**config.mk**
```make
export PLATFORM = sky130hd
export DESIGN_NAME = bist_controller
export DESIGN_NICKNAME = d
export VERILOG_FILES = /design/src/rtl/bist_pkg.sv /design/src/rtl/bist_misr.sv /design/src/rtl/bist_controller.sv
export SDC_FILE = /design/constraint.sdc
export NUM_CORES = 1
export LEC_CHECK = 0
export ABC_AREA = 1
export ABC_CLOCK_PERIOD_IN_PS = 1100
export CAP_MARGIN = 20
export CORE_MARGIN = 3
export CORE_UTILIZATION = 44
export DETAILED_ROUTE_END_ITERATION = 8
export GPL_ROUTABILITY_DRIVEN = 0
export PLACE_DENSITY = 0.83
export SKIP_CTS_REPAIR_TIMING = 1
export SLEW_MARGIN = 20
export SYNTH_ARGS = -nofsm -noshare
export SYNTH_HDL_FRONTEND = slang
export SYNTH_SLANG_ARGS = --single-unit
```
**constraint.sdc**
```tcl
create_clock -name clk -period 1.1 [get_ports clk]
set_input_delay 0.165 -clock clk [delete_from_list [all_inputs] [get_ports clk]]
set_output_delay 0.165 -clock clk [all_outputs]
set_load 0.02 [all_outputs]
```
**src/rtl/bist_pkg.sv**
```systemverilog
// Shared types and constants for the full-adder BIST sequencer.
// FSM state enum, pattern counter sizing and default MISR constants.
package bist_pkg;

  typedef enum logic [2:0] {
    IDLE,
    INIT,
    RUN,
    COMPARE,
    DONE
  } state_t;

  localparam int PAT_W   = 3;
  localparam int NUM_PAT = 8;

  localparam logic [7:0] DEF_POLY   = 8'h1D;
  localparam logic [7:0] DEF_SEED   = 8'h00;
  localparam logic [7:0] DEF_GOLDEN = 8'hC5;

endpackage

```
**src/rtl/bist_misr.sv**
```systemverilog
// Multiple-input signature register compacting 2-bit CUT responses.
// Ports: clk, rst_n, load (seed), en (shift+xor din), seed, din, sig.
module bist_misr
  import bist_pkg::*;
#(
  parameter int              SIG_W = 8,
  parameter logic [SIG_W-1:0] POLY = SIG_W'(DEF_POLY)
) (
  input  logic             clk,
  input  logic             rst_n,
  input  logic             load,
  input  logic             en,
  input  logic [SIG_W-1:0] seed,
  input  logic [1:0]       din,
  output logic [SIG_W-1:0] sig
);

  logic [SIG_W-1:0] fb;
  logic [SIG_W-1:0] dext;

  assign fb   = sig[SIG_W-1] ? POLY : '0;
  assign dext = {{(SIG_W-2){1'b0}}, din};

  always_ff @(posedge clk or negedge rst_n) begin
    if (!rst_n) begin
      sig <= '0;
    end else if (load) begin
      sig <= seed;
    end else if (en) begin
      sig <= {sig[SIG_W-2:0], 1'b0} ^ fb ^ dext;
    end
  end

endmodule

```
**src/rtl/bist_controller.sv**
```systemverilog
// BIST sequencer: walks 8 full-adder patterns, compacts into a MISR, checks golden.
// Ports: clk, rst_n, start, cut_resp -> cut_a/b/cin, busy, done, pass, signature.
// Optional BIST_DIAG_EN adds fail_seen / fail_idx from a reference adder.
module bist_controller
  import bist_pkg::*;
#(
  parameter int               SIG_W      = 8,
  parameter logic [SIG_W-1:0] POLY       = SIG_W'(DEF_POLY),
  parameter logic [SIG_W-1:0] SEED       = SIG_W'(DEF_SEED),
  parameter logic [SIG_W-1:0] GOLDEN_SIG = SIG_W'(DEF_GOLDEN)
) (
  input  logic             clk,
  input  logic             rst_n,
  input  logic             start,
  input  logic [1:0]       cut_resp,
  output logic             cut_a,
  output logic             cut_b,
  output logic             cut_cin,
  output logic             busy,
  output logic             done,
  output logic             pass,
  output logic [SIG_W-1:0] signature
`ifdef BIST_DIAG_EN
  ,
  output logic             fail_seen,
  output logic [PAT_W-1:0] fail_idx
`endif
);

  state_t           state;
  logic [PAT_W-1:0] cnt;
  logic             last;
  logic             diag_ok;

  assign last = (cnt == PAT_W'(NUM_PAT - 1));

  bist_misr #(
    .SIG_W (SIG_W),
    .POLY  (POLY)
  ) u_misr (
    .clk   (clk),
    .rst_n (rst_n),
    .load  (state == INIT),
    .en    (state == RUN),
    .seed  (SEED),
    .din   (cut_resp),
    .sig   (signature)
  );

`ifdef BIST_DIAG_EN
  logic [1:0] exp_resp;
  logic       mism;

  // Reference full adder on the pattern currently driven.
  assign exp_resp = {cut_a ^ cut_b ^ cut_cin,
                     (cut_a & cut_b) | (cut_a & cut_cin) | (cut_b & cut_cin)};
  assign mism     = (state == RUN) && (cut_resp != exp_resp);
  assign diag_ok  = ~fail_seen;

  always_ff @(posedge clk or negedge rst_n) begin
    if (!rst_n) begin
      fail_seen <= 1'b0;
      fail_idx  <= '0;
    end else if (state == INIT) begin
      fail_seen <= 1'b0;
      fail_idx  <= '0;
    end else if (mism && !fail_seen) begin
      fail_seen <= 1'b1;
      fail_idx  <= cnt;
    end
  end
`else
  assign diag_ok = 1'b1;
`endif

  always_ff @(posedge clk or negedge rst_n) begin
    if (!rst_n) begin
      state   <= IDLE;
      cnt     <= '0;
      cut_a   <= 1'b0;
      cut_b   <= 1'b0;
      cut_cin <= 1'b0;
      busy    <= 1'b0;
      done    <= 1'b0;
      pass    <= 1'b0;
    end else begin
      unique case (state)
        IDLE: begin
          if (start) begin
            state <= INIT;
            busy  <= 1'b1;
          end
        end
        INIT: begin
          cnt                   <= '0;
          {cut_a, cut_b, cut_cin} <= '0;
          state                 <= RUN;
        end
        RUN: begin
          // Counter wraps to 0 on the final capture.
          cnt <= cnt + PAT_W'(1);
          if (last) begin
            {cut_a, cut_b, cut_cin} <= '0;
            state                 <= COMPARE;
          end else begin
            {cut_a, cut_b, cut_cin} <= cnt + PAT_W'(1);
          end
        end
        COMPARE: begin
          pass  <= (signature == GOLDEN_SIG) && diag_ok;
          busy  <= 1'b0;
          done  <= 1'b1;
          state <= DONE;
        end
        DONE: begin
          if (start) begin
            state <= INIT;
            busy  <= 1'b1;
            done  <= 1'b0;
            pass  <= 1'b0;
          end
        end
        default: begin
          state <= IDLE;
          busy  <= 1'b0;
          done  <= 1'b0;
          pass  <= 1'b0;
        end
      endcase
    end
  end

endmodule

```
; ---- Word-level counts from Yosys, hierarchy flattened
; Cells that the tools add are included.
[op_classes]
reduce_logical = 8
eq_ne = 9
n_bitwise = 4
n_addsub = 1
mux = 18
[ops]
columns = operator, n
row1 = 8-bit 2-to-1 mux, 2
row2 = 3-bit case mux with 4 select lines, 1
row3 = "8-bit equality test, second input constant", 1
row4 = 1-bit case mux with 2 select lines, 4
row5 = 8-bit by 2-bit bitwise XOR with 8-bit output, 1
row6 = 8-bit bitwise XOR, 1
row7 = "3-bit by 2-bit equality test with 1-bit output, second input constant", 2
row8 = "3-bit equality test, second input constant", 2
row9 = 3-bit 2-to-1 mux, 2
row10 = 1-bit case mux with 3 select lines, 2
row11 = 3-bit case mux with 2 select lines, 1
row12 = 2-bit AND reduction, 3
row13 = 1-bit 2-to-1 mux, 5
row14 = 5-bit 2-to-1 mux, 1
row15 = "2-bit inequality test, second input constant", 2
row16 = 2-bit OR reduction, 2
row17 = "3-bit by 1-bit adder with 3-bit output, second input constant", 1
row18 = "3-bit by 1-bit equality test with 1-bit output, second input constant", 1
row19 = 3-bit logical NOT, 1
row20 = 3-bit OR reduction, 1
row21 = "2-bit by 1-bit inequality test with 1-bit output, second input constant", 1
row22 = 1-bit NOT, 2
row23 = 2-bit nonzero test, 1
[word_totals]
ff_bits = 20
out_inout_bits = 14
wordCells = 49

; ---- Longest topological paths before layout
[logic_depth]
depth_word = 5
ltp_mapped = 6
mapped_depth_nobuf = 6

; ---- Cells and area by module
; From an unflattened synthesis, not the netlist that was laid out.
[unflattened]
cells_unflattened = 132
hier_area_um2 = 1011.0
[modules_own_cells]
columns = mod, seq_area_each_um2, cells_each, instances, area_each_um2
row1 = bist_controller, 275.3, 66, 1, 564.3
row2 = bist_misr, 200.2, 66, 1, 446.7

; ---- Worst setup path before layout
; No wires, ideal clock.
[synth_timing]
path_type = register to register
start = reg u_misr.sig[7]
end = reg u_misr.sig[3]
t_arrival_ps = 1014
stages_incl_launch_ff = 5
required_ps = 983
setup_ps = 117
setup_slack_ps = -31
cell_sequence = dfrtp_1 > buf_2 > or2_2 > nand3_1 > nand2_1
[synth_via]
elab_chain_cells = 5
[synth_lines]
columns = item, line_no
row1 = from (decl), bist_misr.sv:15  ; output logic [SIG_W-1:0] sig
row2 = from (signal assigned), bist_misr.sv:30  ; sig <= {sig[SIG_W-2:0], 1'b0} ^ fb ^ dext;
row3 = 5-bit 2-to-1 mux, bist_misr.sv:21  ; assign fb = sig[SIG_W-1] ? POLY : '0;
row4 = 8-bit bitwise XOR, bist_misr.sv:30
row5 = 8-bit by 2-bit bitwise XOR with 8-bit output, bist_misr.sv:30
row6 = 8-bit 2-to-1 mux, bist_misr.sv:29  ; end else if (en) begin
row7 = 8-bit 2-to-1 mux, bist_misr.sv:27  ; end else if (load) begin
; Every way passes these cells. The select of a mux whose other input is x is not followed.
; A chain may end at the register's enable or synchronous reset.

; ---- Worst setup path in the final report
[layout_timing]
start = reg cnt[0]
end = reg state[0]
[layout_via]
elab_chain_cells = 3
[layout_lines]
columns = item, line_no
row1 = from (decl), bist_controller.sv:31  ; logic [PAT_W-1:0] cnt;
row2 = from (signal assigned), bist_controller.sv:101  ; cnt <= cnt + PAT_W'(1);
row3 = 3-bit equality test, bist_controller.sv:35  ; assign last = (cnt == PAT_W'(NUM_PAT - 1));
row4 = 2-bit inequality test (no source line), -
row5 = 2-bit AND reduction (no source line), -
row6 = to (signal assigned), bist_controller.sv:78  ; state <= IDLE;
row7 = to (signal assigned), bist_controller.sv:90  ; state <= INIT;
row8 = to (signal assigned), bist_controller.sv:97  ; state <= RUN;
row9 = to (decl), bist_controller.sv:30  ; state_t state;
; Every way passes these cells.

==> flow_summary.toml <==
[run_status]
status = "finished with violations"
violations = "setup timing"

[logic_synthesis]
yosys-top-cells-count = "49 x nand2_1, 19 x dfrtp_1, 13 x inv_1, 8 x nor2_1"
syn_nets = 118
ys_warn_count = 0
synth_cell_type_count = 17
yosys_register_bits = 19
ys_async_sr_fraction_pct = 100.0
synth_edf_count = 0
post_synth.cell_area_avg_um2 = 8.116
yosysMostFrequentCell = "nand2_1"
synthCells = 111
synth.largest_area_cell = "dfrtp_1"
synth_area_leaders = "dfrtp_1 53%, nand2_1 20%, inv_1 5.4%"
yosysSeqAreaShare_pct = 52.78
syn_area_um2 = 900.9
synth_top_cell_area_share_pct = 52.78
synth_ff_type = "dfrtp_1"

[power_and_ir_drop]
pwr-share-seq_pct = 34.9
p_per_area_mw_per_mm2 = 2587
clkPwrFrac_pct = 10.8
vdd_drop_max_mv = 1.500
intPower_mw = 1.872
sw_frac_of_total_pct = 42.68
p_sw_mw = 1.394
power_frac_comb_pct = 54.3
total_power_mw = 3.266
p_leak_nw = 0.8163

[global_route]
grt_first_pass_wirelength_um = 3174
antenna_found_initial = 0
track_usage_pct = 15.82
grt_max_degree = 20
grt.overflow.total = 0
grt_pass1_vias = 759

[drt]
wl_met3_um = 73
antenna_left = 0
m1WireLength_um = 830
drc = 0
wl_met2_um = 968
top_layer_used = "met4"
dr.first_iter.drc_count = 7
route.detailed.wl_per_inst_um = 11.33
first_pass_iters = 4
vias = 812
routed_wl_um = 1926
avgViaCountPerCell = 4.776

[setup_path]
cp-start-kind = "flop"
arrival_ns = 1.33
crit_type = "flop to flop"
required_ns = 1.30
cp-end-kind = "flop"
path_max_fanout = 3
reg2regPathDepth = 6

[sta]
setup-tns-final_ns = -0.03069
maxSlewHeadroom_pct = 83.82
finalCriticalPeriod_ns = 1.131
finalHoldViolCount = 0
rsz0062_at_grt = "yes"
fin_ws_ns = -0.03069
slew_violations = 0
fin_crit_sh_pct = 102.8
tightest_slew_ns = 0.2427
fin_worst_skew_ns = 0.005397
fmax_mhz = 884.4
setup_viol = 1
timing.hold.ws_ns = 0.2010

[clocking]
cts_tree = "yes"
clock_latency_ns = 0.29
h-tree-depth = 1
root_buffer = "clkbuf_4"
cts_buffer_depth = 2
clock_sinks = 19
clk_pin_slew_ns = 0.11
cts_buffers = 3

[cells_and_area]
drive_gt1_share_pct = 25.52
instances_no_fill = 170
finish.utilization_pct = 69.35
diodes = 0
nNetsFinal = 153
design_area_mm2 = 0.001262
syn_to_final_growth_pct = 40.14

[place]
place_area_mm2 = 0.001187
dpl.cell_count = 164
dpl.hpwl_um = 1406
io_buffer_count = 18
dp_slack_ns = -0.05222

[floorplanning]
fp.dieArea_mm2 = 0.002627
start_util_pct = 49.48
fp.dieW_um = 51.25
core_area_mm2 = 0.001821
die_h_um = 51.25
ioPinCount = 19
fp-row-count = 15

[run]
max_cap_violations = 0

[min_path]
hp-class = "input port to asynchronous set/reset pin"
## metal layers
layer	GRT usage [%]	up-vias
met5	0	-
met4	7.424	0
met3	2.915	6
met2	28.33	20
met1	18.03	380
li1	-	406
## state kept, by name (all words and copies together) (netlist names)
| register | flops |
|---|---|
| busy | 1 |
| cut_a | 1 |
| cut_b | 1 |
| cnt | 2 |
| done | 1 |
| cut_cin | 1 |
| state | 3 |
| u_misr.sig | 8 |
| pass | 1 |
## layout by cell type, fill, tap and decap left out, drive strengths merged
cell type / netlist / final
nor3: 1 / 1
xor2: 4 / 4
nor2: 8 / 8
clkbuf: 0 / 10
or2: 1 / 1
ha: 2 / 2
nand4: 2 / 2
nand2: 50 / 50
o21ai: 2 / 2
nand3: 5 / 5
clkdlybuf4s50: 0 / 4
dfrtp: 19 / 19
dlymetal6s2s: 0 / 8
buf: 3 / 15
inv: 14 / 14
## critical path, stage by stage, from the launching register on
cell and delay (ns):
dfrtp_1 0.40, ha_2 0.20, ha_4 0.16, inv_2 0.06, nand3_1 0.10, nand2_1 0.09
nor2_1 0.04
## final timing paths
kind / startpoint / endpoint / slack, ns
worst max-delay path: cnt[0]$_DFFE_PN0P_ / state[0]$_DFFE_PN0P_ / -0.03
max in group asynchronous: rst_n / u_misr.sig[7]$_DFFE_PN0P_ / 0.68
worst max register to register: cnt[0]$_DFFE_PN0P_ / state[0]$_DFFE_PN0P_ / -0.03
worst min register to register: cnt[1]$_DFFE_PN0P_ / cnt[1]$_DFFE_PN0P_ / 0.50
worst min-delay path: rst_n / u_misr.sig[2]$_DFFE_PN0P_ / 0.20
min in group clk: cnt[1]$_DFFE_PN0P_ / cnt[1]$_DFFE_PN0P_ / 0.50
## cell type report
cell class / count / area [um2]
fill: 159 / 558.0
tap: 25 / 31.28
timing repair buffer: 33 / 297.8
sequential: 19 / 478.0
multi-input combinational: 75 / 376.6
inverter: 14 / 52.55
clock buffer: 4 / 26.28
## power groups by stage
stage	Clock, mW	Sequential, mW	Combinational, mW
finish	0.354	1.14	1.77
global placement	0	1.11	1.66
CTS	0.352	1.12	1.73
floorplan	0	1.33	0.797
global route	0.380	1.19	1.97
detailed placement	0	1.14	1.72
## cell families (layout without fill, tap and decap cells)
kind of cell	after synthesis	count (layout)	synth area share [%]
simple gates	67	67	30.97
fa+ha+maj	2	2	2.777
xor+xnor	4	4	3.888
flops	19	19	52.78
buf+inv	17	51	8.472
compound gates	2	2	1.111
Note: power is estimated with default switching activity, not from simulation.
